## src/rtl/tmds_channel_decoder_if.sv

```systemverilog
// TMDS channel decoder bus: one raw deserialised word in, decoded symbol out.
interface tmds_channel_decoder_if;
    logic [9:0] raw_in;
    logic       de;
    logic [1:0] ctrl;
    logic [7:0] data;
    logic       locked;
    logic [3:0] offset;

    modport master (
        output raw_in,
        input  de, ctrl, data, locked, offset
    );

    modport slave (
        input  raw_in,
        output de, ctrl, data, locked, offset
    );
endinterface

```

## src/rtl/tmds_channel_decoder.sv

```systemverilog
// TMDS channel decoder: word alignment by bit-slip search on control-token
// runs, followed by control/data decode with a fixed 3-cycle pipeline.
module tmds_channel_decoder #(
    parameter int unsigned LOCK_TOKENS   = 8,
    parameter int unsigned SEARCH_WINDOW = 1024
) (
    input  logic                  clk_pixel,
    input  logic                  reset,
    tmds_channel_decoder_if.slave tmds
);
    localparam int unsigned RUN_W = $clog2(LOCK_TOKENS + 1);
    localparam int unsigned WIN_W = (SEARCH_WINDOW > 2) ? $clog2(SEARCH_WINDOW) : 1;
    localparam logic [RUN_W-1:0] RUN_MAX  = RUN_W'(LOCK_TOKENS);
    localparam logic [RUN_W-1:0] RUN_PRE  = RUN_W'(LOCK_TOKENS - 1);
    localparam logic [WIN_W-1:0] WIN_LAST = WIN_W'(SEARCH_WINDOW - 1);

    typedef enum logic {
        SEARCH = 1'b0,
        LOCKED = 1'b1
    } state_t;

    logic [9:0]       raw_prev;
    logic [9:0]       aligned;
    logic [19:0]      raw_shift;
    logic             is_tok;
    logic [1:0]       tok_ctrl;
    logic [7:0]       q;
    logic [7:0]       word_data;
    state_t           state_q, state_n;
    logic [3:0]       offset_q, offset_n;
    logic [RUN_W-1:0] run_cnt, run_n;
    logic [WIN_W-1:0] win_cnt, win_n;
    logic [1:0]       skip_cnt, skip_n;
    logic             tok_count;
    logic             run_ok;
    logic             win_exp;
    logic             dec_de;
    logic [1:0]       dec_ctrl;
    logic [7:0]       dec_data;
    logic             locked_w;

    assign raw_shift = {tmds.raw_in, raw_prev} >> offset_q;

    // Stages 1 and 2: hold the previous raw word and slice the aligned symbol.
    always_ff @(posedge clk_pixel or posedge reset) begin
        if (reset) begin
            raw_prev <= '0;
            aligned  <= '0;
        end else begin
            raw_prev <= tmds.raw_in;
            aligned  <= raw_shift[9:0];
        end
    end

    // Classify the aligned word and undo the transition-minimised coding.
    always_comb begin
        is_tok   = 1'b0;
        tok_ctrl = 2'b00;
        case (aligned)
            10'b1101010100: begin is_tok = 1'b1; tok_ctrl = 2'b00; end
            10'b0010101011: begin is_tok = 1'b1; tok_ctrl = 2'b01; end
            10'b0101010100: begin is_tok = 1'b1; tok_ctrl = 2'b10; end
            10'b1010101011: begin is_tok = 1'b1; tok_ctrl = 2'b11; end
            default:        ;
        endcase
        q            = aligned[9] ? ~aligned[7:0] : aligned[7:0];
        word_data    = '0;
        word_data[0] = q[0];
        for (int unsigned i = 1; i < 8; i++) begin
            word_data[i] = aligned[8] ? (q[i] ^ q[i-1]) : ~(q[i] ^ q[i-1]);
        end
    end

    // Stage 3: register the decoded symbol; ctrl holds across data words.
    always_ff @(posedge clk_pixel or posedge reset) begin
        if (reset) begin
            dec_de   <= 1'b0;
            dec_ctrl <= 2'b00;
            dec_data <= '0;
        end else if (is_tok) begin
            dec_de   <= 1'b0;
            dec_ctrl <= tok_ctrl;
            dec_data <= '0;
        end else begin
            dec_de   <= 1'b1;
            dec_data <= word_data;
        end
    end

    // Alignment FSM state and counters.
    always_ff @(posedge clk_pixel or posedge reset) begin
        if (reset) begin
            state_q  <= SEARCH;
            offset_q <= '0;
            run_cnt  <= '0;
            win_cnt  <= '0;
            skip_cnt <= '0;
        end else begin
            state_q  <= state_n;
            offset_q <= offset_n;
            run_cnt  <= run_n;
            win_cnt  <= win_n;
            skip_cnt <= skip_n;
        end
    end

    // Token-run counting, window expiry and bit-slip; a run keeps the window
    // refreshed while saturated so long blanking never drops lock.
    always_comb begin
        tok_count = is_tok && (skip_cnt == 2'd0);
        run_ok    = tok_count && (run_cnt >= RUN_PRE);
        win_exp   = (win_cnt == WIN_LAST);
        state_n   = state_q;
        offset_n  = offset_q;
        skip_n    = (skip_cnt != 2'd0) ? skip_cnt - 2'd1 : 2'd0;
        win_n     = win_cnt + 1'b1;
        if (!tok_count) begin
            run_n = '0;
        end else if (run_cnt != RUN_MAX) begin
            run_n = run_cnt + 1'b1;
        end else begin
            run_n = run_cnt;
        end
        if (run_ok) begin
            state_n = LOCKED;
            win_n   = '0;
        end else if (win_exp) begin
            // Same slip action whether searching or falling out of lock.
            state_n  = SEARCH;
            offset_n = (offset_q == 4'd9) ? 4'd0 : offset_q + 4'd1;
            run_n    = '0;
            win_n    = '0;
            skip_n   = 2'd2;
        end
    end

    assign locked_w    = (state_q == LOCKED);
    assign tmds.locked = locked_w;
    assign tmds.de     = locked_w & dec_de;
    assign tmds.ctrl   = locked_w ? dec_ctrl : 2'b00;
    assign tmds.data   = locked_w ? dec_data : 8'h00;
    assign tmds.offset = offset_q;
endmodule

```

## src/flat_wrapper.sv

```systemverilog
// flat-port wrapper written by rule: the top's interface ports become plain ports
module tmds_channel_decoder_flat 
#(
    parameter int unsigned LOCK_TOKENS   = 8,
    parameter int unsigned SEARCH_WINDOW = 1024
)
  (clk_pixel, reset, tmds_raw_in, tmds_de, tmds_ctrl, tmds_data, tmds_locked, tmds_offset);
  tmds_channel_decoder_if tmds_i ();
  input  logic clk_pixel;
  input  logic reset;
  input wire logic [$bits(tmds_i.raw_in)-1:0] tmds_raw_in;
  output wire logic [$bits(tmds_i.de)-1:0] tmds_de;
  output wire logic [$bits(tmds_i.ctrl)-1:0] tmds_ctrl;
  output wire logic [$bits(tmds_i.data)-1:0] tmds_data;
  output wire logic [$bits(tmds_i.locked)-1:0] tmds_locked;
  output wire logic [$bits(tmds_i.offset)-1:0] tmds_offset;
  assign tmds_i.raw_in = tmds_raw_in;
  assign tmds_de = tmds_i.de;
  assign tmds_ctrl = tmds_i.ctrl;
  assign tmds_data = tmds_i.data;
  assign tmds_locked = tmds_i.locked;
  assign tmds_offset = tmds_i.offset;
  tmds_channel_decoder #(.LOCK_TOKENS(LOCK_TOKENS), .SEARCH_WINDOW(SEARCH_WINDOW)) u_core (.clk_pixel(clk_pixel), .reset(reset), .tmds(tmds_i));
endmodule
```

## config.mk

```make
export PLATFORM = sky130hd
export DESIGN_NAME = tmds_channel_decoder_flat
export DESIGN_NICKNAME = d
export VERILOG_FILES = /design/src/rtl/tmds_channel_decoder_if.sv /design/src/rtl/tmds_channel_decoder.sv /design/src/flat_wrapper.sv
export SDC_FILE = /design/constraint.sdc
export NUM_CORES = 1
export LEC_CHECK = 0
export BUFFER_PORTS_ARGS = -buffer_cell sky130_fd_sc_hd__buf_2
export CAP_MARGIN = 20
export CORE_MARGIN = 1.5
export CORE_UTILIZATION = 54
export DETAILED_ROUTE_END_ITERATION = 6
export GPL_TIMING_DRIVEN = 0
export PLACE_DENSITY = 0.74
export SYNTH_ARGS = -nofsm -noshare
export SYNTH_HDL_FRONTEND = slang
export SYNTH_SLANG_ARGS = --single-unit
```

## constraint.sdc

```tcl
create_clock -name clk_pixel -period 2.4 [get_ports clk_pixel]
set_input_delay 0.12 -clock clk_pixel [delete_from_list [all_inputs] [get_ports clk_pixel]]
set_output_delay 0.12 -clock clk_pixel [all_outputs]
set_load 0.005 [all_outputs]
```

==> run summary <==
dpl ws - 315 ps
CTS tree - yes
# diodes - 0
Slew @ Worst Pin - 523 ps
Total Die Area - 5750 um^2
Synth Area per Inst - 11.1 um^2
Final Non-Filler Cells - 376
unrepaired setup endpoints after global routing - no
Layout area overhead - 15.6%
Cell Int Power - 1.23 mW
synthesized instance count - 259
Final nets - 326
Hold WC Path Type - input pin to asynchronous set/reset pin
worst endpoint required time - 2590 ps
worst r2r path cells - 7
post-DP HPWL - 3.87 mm
Slew Limit Headroom - 65.1%
Fin Setup TNS - 0 ps
Post-CTS Resized - 0
final hold vios - 0
routed len/inst - 14.1 um
hold buffer count at cts - 11
Mapped Nets - 280
clk slew on worst S/H paths - 100 ps
Initial DRC Count - 71
commonest non-fill, non-tap cell in the layout - dfrtp_1
global route total overflow - 0
CP Capture Type - flip-flop
Ports - 28
IO buf count - 27
CTS root buffer - clkbuf_8
via/cell ratio - 5.27
total global routing track utilization - 20.8%
min Tclk post-route - 2070 ps
die width - 75.8 um
Yosys cell types - 38
sequential share of the synthesized area - 45.5%
htree depth - 2
Finish-stage setup viols - 0
outcome - finished clean
vias in the first global route - 1959
share of layout cells above drive strength 1 - 22.5%
fin. max-slew vios - 0
Post-synth ARST share - 100%
Ys Warns - 0
Sw Share - 23.3%
buffer count from post-CTS setup fixing - 0
CTS buffer count - 5
Flop pwr share - 58.5%
CTS sink count - 52
RePlAce Congestion - 0.882
Worst setup SP type - flip-flop
vias post-DR - 1983
flops & latches, synth - 52
Initial Utilization - 56.1%
Tcrit/Tclk final - 86.2%
most frequent cells in the layout - dfrtp_1 (52), buf_2 (32), nor2_1 (31)
Max IR drop VDD - 0.259 mV
initial antenna violation count - 0
Fmax - 483 MHz
core area - 5110 um^2
CTS max path bufs - 2
LEAKAGE - 1.45 nW
worst-path fanout max - 6
Max-Cap Viols - 0
number of flops mapped to enable cells by yosys - 0
sw power - 374 uW
WS Path Type - flip-flop to flip-flop
final WL - 5.29 mm
Clk Latency, worst-skew pair - 310 ps
Worst EP arrival - 2260 ps
final setup margin - 331 ps
# DRC - 0
die height - 75.8 um
row cnt - 26
Placed Cells - 357
power per cell area - 485 nW/um^2
final instance area - 3310 um^2
clock share of power - 32.1%
mapped cell area - 2860 um^2
top_reg_cell synth - dfrtp_1
Comb pwr share - 9.4%
Setup Skew - 9.29 ps
dpl cell area - 3110 um^2
antenna-violating nets left - 0
drt first pass iters - 4
first-pass GRT wire length - 8.83 mm
largest net degree at the start of global routing - 35
power after layout - 1.60 mW
[worst max-delay path, stage by stage (launching register included)]
cell and delay [ps]:
dfrtp_1 420, inv_1 70, ha_1 170, and4b_1 220, nand3_1 210, a2111o_1 520
and3_4 220, mux2i_1 110
[final timing paths]
check	start	to	slack (ps)
worst max-delay path	u_core.aligned[0]	u_core.tmds.offset[1]	330
worst min-delay path	reset	u_core.win_cnt[2]	360
worst max register to register	u_core.aligned[0]	u_core.tmds.offset[1]	330
worst min register to register	u_core.dec_ctrl[0]	u_core.dec_ctrl[0]	490
max in group asynchronous	reset	u_core.aligned[8]	1520
min in group clk_pixel	tmds_raw_in[7]	u_core.raw_prev[7]	490
[through the flow]
step,hold WS [ps],utilization [%]
floorplan,151,-
global placement,251,60.4
detailed placement,151,60.8
CTS,362,64.8
global route,401,64.8
finish,358,64.8
[logic make-up after synthesis]
family | synth area share [%]
fa+ha+maj | 3.93
flops | 45.5
compound gates | 6.95
simple gates | 16.1
mux | 17.0
buf+inv | 3.89
xor+xnor | 6.73
[power by group through the flow]
stage / Clock (mW) / Combinational [mW] / Sequential, mW
final: 0.515 / 0.151 / 0.939
after global routing: 0.558 / 0.169 / 0.945
after CTS: 0.535 / 0.152 / 0.938
after detailed placement: 0 / 0.139 / 0.956
after global placement: 0 / 0.130 / 0.954
after floorplan: 0 / 0.100 / 0.949
[cell usage after synthesis, drive strengths merged (2+ instances only)]
| cell type | instances | area (um^2) |
|---|---|---|
| dfrtp | 52 | 1300 |
| nor2 | 31 | 116 |
| nand2 | 24 | 90.1 |
| xnor2 | 16 | 140 |
| mux4 | 14 | 315 |
| and2 | 13 | 81.3 |
| inv | 13 | 48.8 |
| a21oi | 10 | 50.1 |
| ha | 9 | 113 |
| nand3 | 9 | 57.6 |
| mux2 | 8 | 90.1 |
| mux2i | 8 | 80.1 |
| clkbuf | 7 | 26.3 |
| buf | 6 | 36.3 |
| xor2 | 6 | 52.6 |
| and3 | 5 | 36.3 |
| o21ai | 4 | 20.0 |
| a211oi | 3 | 22.5 |
| a31oi | 3 | 18.8 |
| a31o | 2 | 17.5 |
| and4 | 2 | 17.5 |
[sequential cells by signal (all words and copies together) (netlist names), 2 cells and up]
register	flops
u_core.tmds.offset	4
u_core.dec_ctrl	2
u_core.dec_data	8
u_core.run_cnt	4
u_core.skip_cnt	2
u_core.raw_prev	10
u_core.aligned	10
u_core.win_cnt	10
[final cells by class]
cell class,instances,area (um^2)
fill,402,1800
multi-input combinational,181,1450
sequential,52,1300
timing repair buffer,39,265
tap,70,87.6
clock buffer,7,86.3
buffer,13,62.6
inverter,13,48.8
clock inverter,1,7.51
[per-layer routing]
| metal | up-vias | global-route usage [%] | routed length, um |
|---|---|---|---|
| met3 | 9 | 3.57 | 192 |
| met2 | 44 | 37.1 | 2680 |
| met1 | 941 | 25.1 | 2300 |
| li1 | 989 | - | - |
| met5 | - | 0 | 0 |
| met4 | 0 | 7.94 | 106 |
Power figures use the tool's default switching activity.
